$ cat config.mk
export PLATFORM = sky130hd
export DESIGN_NAME = uart_receiver
export DESIGN_NICKNAME = d
export VERILOG_FILES = /design/src/rtl/uart_receiver.sv
export SDC_FILE = /design/constraint.sdc
export NUM_CORES = 1
export LEC_CHECK = 0
export ABC_AREA = 1
export CORE_MARGIN = 4
export CORE_UTILIZATION = 50
export DETAILED_ROUTE_END_ITERATION = 8
export GPL_TIMING_DRIVEN = 0
export PLACE_DENSITY_LB_ADDON = 0.05
export SKIP_CTS_REPAIR_TIMING = 1
export SYNTH_ARGS = -nofsm -noshare
export SYNTH_HDL_FRONTEND = slang
export SYNTH_SLANG_ARGS = --single-unit
$ cat constraint.sdc
create_clock -name clk -period 1.64 [get_ports clk]
set_input_delay 0.492 -clock clk [delete_from_list [all_inputs] [get_ports clk]]
set_output_delay 0.492 -clock clk [all_outputs]
set_load 0.05 [all_outputs]
$ cat src/rtl/uart_receiver.sv
// UART receiver: 2-flop synchronised rx, start-edge detect, mid-bit sampling, 1 stop bit.
// Define UART_RX_MAJORITY_EN for 2-of-3 majority voting around every sample point.
module uart_receiver #(
  parameter int NATIVE_CLK_FREQUENCY = 1000000000,
  parameter int BAUDRATE             = 9600,
  parameter int FRAME_DATA_LENGTH    = 8
) (
  input  logic                         clk,
  input  logic                         reset_n,
  input  logic                         rx,
  output logic [0:FRAME_DATA_LENGTH-1] data,
  output logic                         data_valid,
  output logic                         frame_error,
  output logic                         busy
);

  localparam int CLKS_PER_BIT = NATIVE_CLK_FREQUENCY / BAUDRATE;
  localparam int HALF_BIT     = CLKS_PER_BIT / 2;
  localparam int CNT_W        = (CLKS_PER_BIT > 1) ? $clog2(CLKS_PER_BIT) : 1;
  localparam int IDX_W        = (FRAME_DATA_LENGTH > 1) ? $clog2(FRAME_DATA_LENGTH) : 1;

`ifdef UART_RX_MAJORITY_EN
  // The vote needs the sample after the centre, so the start check lands one clk
  // later; every data/stop decision then follows one clk after its centre as well.
  localparam int START_IDX = HALF_BIT;
`else
  localparam int START_IDX = HALF_BIT - 1;
`endif

  localparam logic [CNT_W-1:0] START_POINT = CNT_W'(START_IDX);
  localparam logic [CNT_W-1:0] LAST_CNT    = CNT_W'(CLKS_PER_BIT - 1);
  localparam logic [IDX_W-1:0] LAST_IDX    = IDX_W'(FRAME_DATA_LENGTH - 1);

  if (CLKS_PER_BIT < 4) begin : g_bad_cfg
    $error("uart_receiver: CLKS_PER_BIT must be at least 4");
  end

  typedef enum logic [2:0] {
    S_IDLE,
    S_START,
    S_DATA,
    S_STOP,
    S_BREAK
  } state_t;

  state_t                         state;
  logic   [CNT_W-1:0]             cnt;
  logic   [IDX_W-1:0]             bit_idx;
  logic   [0:FRAME_DATA_LENGTH-1] shreg;
  logic                           rx_meta;
  logic                           rx_s;
  logic                           rx_prev;
  logic   [2:0]                   prime;
  logic                           bit_value;
  logic                           start_edge;

`ifdef UART_RX_MAJORITY_EN
  logic rx_d2;
  assign bit_value = (rx_d2 & rx_prev) | (rx_d2 & rx_s) | (rx_prev & rx_s);
`else
  assign bit_value = rx_s;
`endif

  // rx_prev only reflects the real line once the synchroniser has refilled after
  // reset; until then a line held low would look like a falling edge.
  assign start_edge = prime[2] & rx_prev & ~rx_s;
  assign busy       = (state != S_IDLE);

  // NOTE: the synchroniser and history flops reset to the idle line level (1), so
  // leaving reset never fabricates a start edge from a zero reset value.
  always_ff @(posedge clk or negedge reset_n) begin
    if (!reset_n) begin
      rx_meta <= 1'b1;
      rx_s    <= 1'b1;
      rx_prev <= 1'b1;
`ifdef UART_RX_MAJORITY_EN
      rx_d2   <= 1'b1;
`endif
      prime   <= '0;
    end else begin
      rx_meta <= rx;
      rx_s    <= rx_meta;
      rx_prev <= rx_s;
`ifdef UART_RX_MAJORITY_EN
      rx_d2   <= rx_prev;
`endif
      prime   <= {prime[1:0], 1'b1};
    end
  end

  // NOTE: non-blocking assignments throughout, so every branch reads the state,
  // counters and shift register as they were at the start of the cycle.
  always_ff @(posedge clk or negedge reset_n) begin
    if (!reset_n) begin
      state       <= S_IDLE;
      cnt         <= '0;
      bit_idx     <= '0;
      shreg       <= '0;
      data        <= '0;
      data_valid  <= 1'b0;
      frame_error <= 1'b0;
    end else begin
      data_valid  <= 1'b0;
      frame_error <= 1'b0;
      unique case (state)
        S_IDLE: begin
          cnt <= '0;
          if (start_edge) state <= S_START;
        end
        S_START: begin
          if (cnt == START_POINT) begin
            cnt <= '0;
            if (!bit_value) begin
              state   <= S_DATA;
              bit_idx <= '0;
            end else begin
              state <= S_IDLE;
            end
          end else begin
            cnt <= cnt + 1'b1;
          end
        end
        S_DATA: begin
          if (cnt == LAST_CNT) begin
            cnt            <= '0;
            shreg[bit_idx] <= bit_value;
            if (bit_idx == LAST_IDX) state <= S_STOP;
            else bit_idx <= bit_idx + 1'b1;
          end else begin
            cnt <= cnt + 1'b1;
          end
        end
        S_STOP: begin
          if (cnt == LAST_CNT) begin
            cnt <= '0;
            if (bit_value) begin
              data       <= shreg;
              data_valid <= 1'b1;
              state      <= S_IDLE;
            end else begin
              frame_error <= 1'b1;
              state       <= S_BREAK;
            end
          end else begin
            cnt <= cnt + 1'b1;
          end
        end
        S_BREAK: begin
          // A held-low line must go high before another start edge can count.
          if (rx_s) state <= S_IDLE;
        end
        default: state <= S_IDLE;
      endcase
    end
  end

endmodule

==> results of run 1 <==
registers in the layout, summed over array words and instances (netlist names):
name,flops
rx_meta,1
data,8
bit_value,1
state,3
bit_idx,3
prime,3
cnt,17
shreg,8
data_valid,1
rx_prev,1
frame_error,1
worst paths after layout:
check                                     start                  end  slack (ns)  cells past startpoint
setup / recovery           state[2]$_DFFE_PN0P_                 busy       -0.08                      3
hold / removal                          reset_n  cnt[14]$_DFFE_PN0P_        0.10                      1
setup reg to reg             cnt[1]$_DFFE_PN0P_  cnt[13]$_DFFE_PN0P_       -0.04                     12
hold reg to reg              prime[1]$_DFF_PN0_   prime[2]$_DFF_PN0_        0.36                      0
max in group asynchronous               reset_n    rx_prev$_DFF_PN1_        0.96                      2
min in group clk             prime[1]$_DFF_PN0_   prime[2]$_DFF_PN0_        0.36                      0
power breakdown:
group          switching (mW)  internal [mW]  leakage, nW
logic                   0.756          0.442         1.14
clock network           0.436          0.463       0.0587
registers              0.0863           1.23        0.629
area by class of cell:
| type | count | area, um2 |
|---|---|---|
| Fill cell | 464 | 1810 |
| Multi-Input combinational cell | 279 | 1520 |
| Sequential cell | 47 | 1180 |
| Timing Repair Buffer | 20 | 239 |
| Inverter | 44 | 171 |
| Tap cell | 70 | 87.6 |
| Clock buffer | 5 | 68.8 |
| Clock inverter | 3 | 47.5 |
| Buffer | 7 | 46.3 |
| Timing Repair inverter | 1 | 6.26 |
placed cells by master (no fill, tap or decap), types with 8 or more instances in the layout:
cell type / synthesis / layout
dfrtp_1: 44 / 42
dlymetal6s2s_1: 0 / 10
inv_1: 31 / 26
inv_2: 11 / 16
nand2_1: 138 / 111
nand2_2: 5 / 30
nand3_1: 22 / 18
nand3_2: 4 / 8
nand4_1: 15 / 15
nor2_1: 51 / 46
nor2_2: 10 / 9
worst register-to-register path, stage by stage, from the launching register on:
cell,delay [ns]
dfrtp_1,0.42
inv_2,0.09
ha_4,0.14
inv_2,0.03
nor2_2,0.11
nand2_2,0.10
nor2_2,0.12
nand2_2,0.09
nand2_4,0.14
nand2_8,0.08
clkbuf_16,0.17
nand3_2,0.05
nand2_1,0.05
layer usage:
layer	up-vias	GRT usage, %
li1	1230	-
met3	6	3.95
met1	1090	28.9
met2	38	30.0
met4	0	4.73
met5	-	0
cell families (layout without fill, tap and decap cells):
family          after synthesis  in the layout  synth area share (%)
simple gates                254            256                  42.0
buf+inv                      51             80                  7.73
xor+xnor                      7              7                  2.27
flops                        47             47                  43.7
other cells                   1              1                 0.139
fa+ha+maj                     5              5                  2.31
compound gates               10             10                  1.85
through the flow:
step	std cells	cell area, um2	setup TNS, ns	hold WS (ns)
CTS	467	3050	-4.28	0.113
detailed placement	459	2940	-0.401	0.343
global route	476	3370	-2.80	0.120
global placement	458	2920	-60.92	0.334
floorplan	375	2700	0	0.196
finish	476	3370	-0.430	0.100
==> summary.md, run 1 <==
| Metric | Value |
|---|---|
| Synth warn | `0` |
| Worst vdd ir | `0.000651 V` |
| #FFs+latches synth | `47` |
| Share of cells above drive strength 1 | `26.6%` |
| Wl on met1 | `3.16 mm` |
| Met2 wire length | `2.75 mm` |
| Mapped Cells | `375` |
| Final Hold Viols | `0` |
| Ant. Diodes | `0` |
| Buf/Inv on CP | `2` |
| EDFF count, synth | `0` |
| Synth top area share | `40.7%` |
| Vias | `2364` |
| Status | `finished, violations left` |
| Post-DRT Antenna Nets | `0` |
| Port bufs | `13` |
| Die width | `81.5 um` |
| Fin Clk Skew | `0.00432 ns` |
| Number of global-route vias before repair | `2193` |
| # clock sinks | `47` |
| Pre-antenna DRT Iters | `4` |
| Syn avg cell area | `7.21 um2` |
| Die footprint | `6650 um2` |
| Worst Tran Pin Value | `0.514 ns` |
| Crit path time final | `1.72 ns` |
| CTS root buf | `clkbuf_8` |
| CP cell instances | `inv_2 -> nand2_1 -> buf_2` |
| Maxcap violations | `0` |
| WL/cell | `13.0 um` |
| Clock Latency Late Sink | `0.31 ns` |
| Highest metal used | `met4` |
| Top delay family on crit path | `flip-flops` |
| Slew margin rel. | `65.7%` |
| Inserted Clock Buffers | `5` |
| Area contributors post-synth | `dfrtp_1 41%, nand2_1 19%, nor2_1 7.1%` |
| PD cells | `1020 nW/um2` |
| Worst min path class | `in -> async` |
| Routed met3 length | `236 um` |
| Fmax | `581 MHz` |
| Total wire length | `6.21 mm` |
| I/O pin count | `14` |
| Tot Pwr | `3.42 mW` |
| Setup crit start kind | `flop` |
| GRT Total Usage | `19.8%` |
| Core Box Area | `5170 um2` |
| WS Path Type | `reg -> out` |
| Via/cell ratio | `4.97` |
| Dpl hpwl | `4.18 mm` |
| Crit-path max FO | `9` |
| Core Rows | `26` |
| Grt total ovfl | `0` |
| Yosys cell types | `27` |
| Nets | `413` |
| First-pass GRT wire length | `10.2 mm` |
| Final setup viols | `14` |
| Pin count of the biggest net entering global routing | `32` |
| Min setup slack post-route | `-0.0819 ns` |
| Clk buf depth | `2` |
| Endpoint class of the critical path | `primary output` |
| Fin util | `65.1%` |
| Mapped Nets | `383` |
| CTS tree | `built` |
| # DRC | `0` |
| Worst path slowest cell | `dfrtp_2` |
| CTS H-tree lvls | `2` |
| RSZ-0062 raised after global routing | `yes` |
| Mapped Area | `2700 um2` |
| Synth Flop Type | `dfrtp_1` |
| WP data arrival | `1.23 ns` |
| Pins Over Slew Limit | `0` |
| Async SR Flop Fraction | `100%` |
| DP Worst Slack | `-0.327 ns` |
| Required time of the critical path | `1.15 ns` |
| 1st-iter DRT viols | `200` |
| Initial core utilization | `52.2%` |
| Leading area contributor after synthesis | `dfrtp_1` |
| Commonest cells post-synth | `138 x nand2_1, 51 x nor2_1, 44 x dfrtp_1` |
| Leakage | `1.83 nW` |
| Failing checks | `negative setup slack` |
| Delay of the slowest critical-path stage | `0.46 ns` |
| Layout area overhead | `24.5%` |
| Die height | `81.5 um` |
| Top-count cell post-synth | `nand2_1` |
| Sequential share of the synthesized area | `43.7%` |
| Fin crit share | `105%` |
| Reg clk slew, reported paths | `0.10 ns` |
| RePlAce Congestion | `0.870` |
| Initial antenna violation count | `0` |
(Power assumes the default switching activity.)
==> run 2, diff against run 1 <==
- CTS_BUF_LIST: default -> sky130_fd_sc_hd__clkbuf_4
==> summary.md, run 2 (synthesis gave the netlist of run 1 again) <==
| Metric | Value |
|---|---|
| 1st-iter DRT viols | `197 (-1.5%)` |
| RePlAce Congestion | `0.870 (unchanged)` |
| Layout area overhead | `22.3%` |
| CP cell instances | `nor2_2 -> nand2_2 -> buf_6` |
| WP data arrival | `1.18 ns (-0.05 ns)` |
| Biggest register | `cnt` |
| Maxcap violations | `0 (unchanged)` |
| Vias | `2441 (+3.3%)` |
| Dpl hpwl | `4.18 mm (unchanged)` |
| Endpoint class of the critical path | `primary output` |
| CTS root buf | `clkbuf_4` |
| Final Hold Viols | `0 (unchanged)` |
| First-pass GRT wire length | `10.2 mm (-0.33%)` |
| Fin util | `63.9% (-1.2 points)` |
| Initial core utilization | `52.2% (unchanged)` |
| # clock sinks | `47 (unchanged)` |
| Slew margin rel. | `64.6% (-1.0 points)` |
| Ant. Diodes | `0 (unchanged)` |
| Min setup slack post-route | `-0.0274 ns (+0.0545 ns)` |
| Total wire length | `6.28 mm (+1.2%)` |
| Reg clk slew, reported paths | `0.15 ns (+0.05 ns)` |
| Die footprint | `6650 um2 (unchanged)` |
| CTS tree | `built` |
| Pin count of the biggest net entering global routing | `32 (unchanged)` |
| Post-DRT Antenna Nets | `0 (unchanged)` |
| Inserted Clock Buffers | `5 (unchanged)` |
| PD cells | `1010 nW/um2 (about the same)` |
| Leakage | `1.67 nW (-8.9%)` |
| Pre-antenna DRT Iters | `4 (unchanged)` |
| Final setup viols | `6 (-8)` |
| Required time of the critical path | `1.15 ns (about the same)` |
| Failing checks | `negative setup slack` |
| Fmax | `600 MHz (+3.3%)` |
| Leading registers by flop count | `cnt (17), data (8), shreg (8)` |
| Largest register FFs | `17 (unchanged)` |
| Die width | `81.5 um (unchanged)` |
| Worst hold slack | `0.0176 ns (-0.0829 ns)` |
| Grt total ovfl | `0 (unchanged)` |
| Core Box Area | `5170 um2 (unchanged)` |
| Delay of the slowest critical-path stage | `0.44 ns (-0.02 ns)` |
| Nets | `420 (+1.7%)` |
| Port bufs | `13 (unchanged)` |
| GRT Total Usage | `19.6% (-0.15 points)` |
| Worst min path class | `in -> async` |
| Worst Tran Pin Value | `0.531 ns (+0.0165 ns)` |
| Worst vdd ir | `0.000904 V (+39%)` |
| Top delay family on crit path | `flip-flops` |
| # DRC | `0 (unchanged)` |
| Worst path slowest cell | `dfrtp_1` |
| Most frequent cells in the layout | `109 x nand2_1, 45 x nor2_1, 40 x dfrtp_1` |
| Die height | `81.5 um (unchanged)` |
| Via/cell ratio | `5.05 (+1.8%)` |
| Clock Latency Late Sink | `0.38 ns (+0.07 ns)` |
| Core Rows | `26 (unchanged)` |
| Initial antenna violation count | `0 (unchanged)` |
| Status | `finished, violations left` |
| Clk buf depth | `2 (unchanged)` |
| CTS H-tree lvls | `2 (unchanged)` |
| Share of cells above drive strength 1 | `31.0% (+4.4 points)` |
| Number of filler cells placed in the layout | `476 (+2.6%)` |
| Crit path time final | `1.67 ns (-0.0545 ns)` |
| Number of global-route vias before repair | `2185 (-0.36%)` |
| WS Path Type | `reg -> out` |
| Fin crit share | `102% (-3.3 points)` |
| Pins Over Slew Limit | `0 (unchanged)` |
| Crit-path max FO | `3 (-6)` |
| Most common cell after layout, fill and taps aside | `nand2_1` |
| WL/cell | `13.0 um (-0.27%)` |
| Buf/Inv on CP | `1 (-1)` |
| Multi-input gate area | `1490 um2 (-1.5%)` |
| Fin Clk Skew | `0.00630 ns (+0.00198 ns)` |
| I/O pin count | `14 (unchanged)` |
| DP Worst Slack | `-0.327 ns (unchanged)` |
| Setup crit start kind | `flop` |
| Seq. cell area | `1180 um2 (+0.21%)` |
| RSZ-0062 raised after global routing | `yes` |
-- run 2: changes by cell type in the layout (fill, tap and decap cells not counted), sizes merged --
cell / change
dlymetal6s2s: -10
buf: +9
clkbuf: +9
clkinv: +1
inv: -1
nand2: -1
-- run 2: worst paths after layout --
kind,endpoint,from,cells past startpoint,slack (ns)
setup reg to reg,cnt[12]$_DFFE_PN0P_,cnt[1]$_DFFE_PN0P_,12,-0.02
setup / recovery,busy,state[1]$_DFFE_PN0P_,3,-0.03
min in group clk,bit_value$_DFF_PN1_,rx_meta$_DFF_PN1_,0,0.37
max in group asynchronous,rx_prev$_DFF_PN1_,reset_n,2,1.05
hold / removal,cnt[14]$_DFFE_PN0P_,reset_n,1,0.02
hold reg to reg,bit_value$_DFF_PN1_,rx_meta$_DFF_PN1_,0,0.37
-- run 2: final cells by class --
class	count	share of cell area [%]
inverter	44	5.34
multi-input combinational	278	45.2
sequential	47	35.8
clock buffer	5	1.14
tap	70	2.65
clock inverter	3	1.44
timing repair buffer	28	6.85
buffer	7	1.36
timing repair inverter	1	0.189
-- run 2: power by group --
part	total, mW	switching, mW	internal [mW]
registers	1.32	0.0873	1.23
logic	1.28	0.758	0.524
clock network	0.749	0.419	0.330
total	3.35	1.26	2.09
-- run 2: worst reg2reg max path, delay by kind of cell (launching register included) --
| family | cells | cell delay [ns] |
|---|---|---|
| adder cells (fa/ha/maj) | 1 | 0.13 |
| buffers and inverters | 3 | 0.29 |
| flip-flops | 1 | 0.44 |
| AND/OR/NAND/NOR | 8 | 0.71 |
-- run 2: layer usage --
layer	vias to the layer above	track usage [%]	routed length [um]
li1	1235	-	-
met5	-	0	0
met1	1135	28.6	3000
met4	0	4.56	68
met2	63	30.2	2850
met3	8	3.62	364
-- run 2: per-stage QoR --
stage / power (mW) / TNS (ns) / std cells / cell area [um2]
2_1_floorplan: 1.94 / 0 / 375 / 2700
3_3_place_gp: 2.13 / -60.92 / 458 / 2920
3_5_place_dp: 2.15 / -0.401 / 459 / 2940
4_1_cts: 2.90 / -5.48 / 467 / 3020
5_1_grt: 3.56 / -3.32 / 483 / 3310
6_report: 3.35 / -0.0886 / 483 / 3310
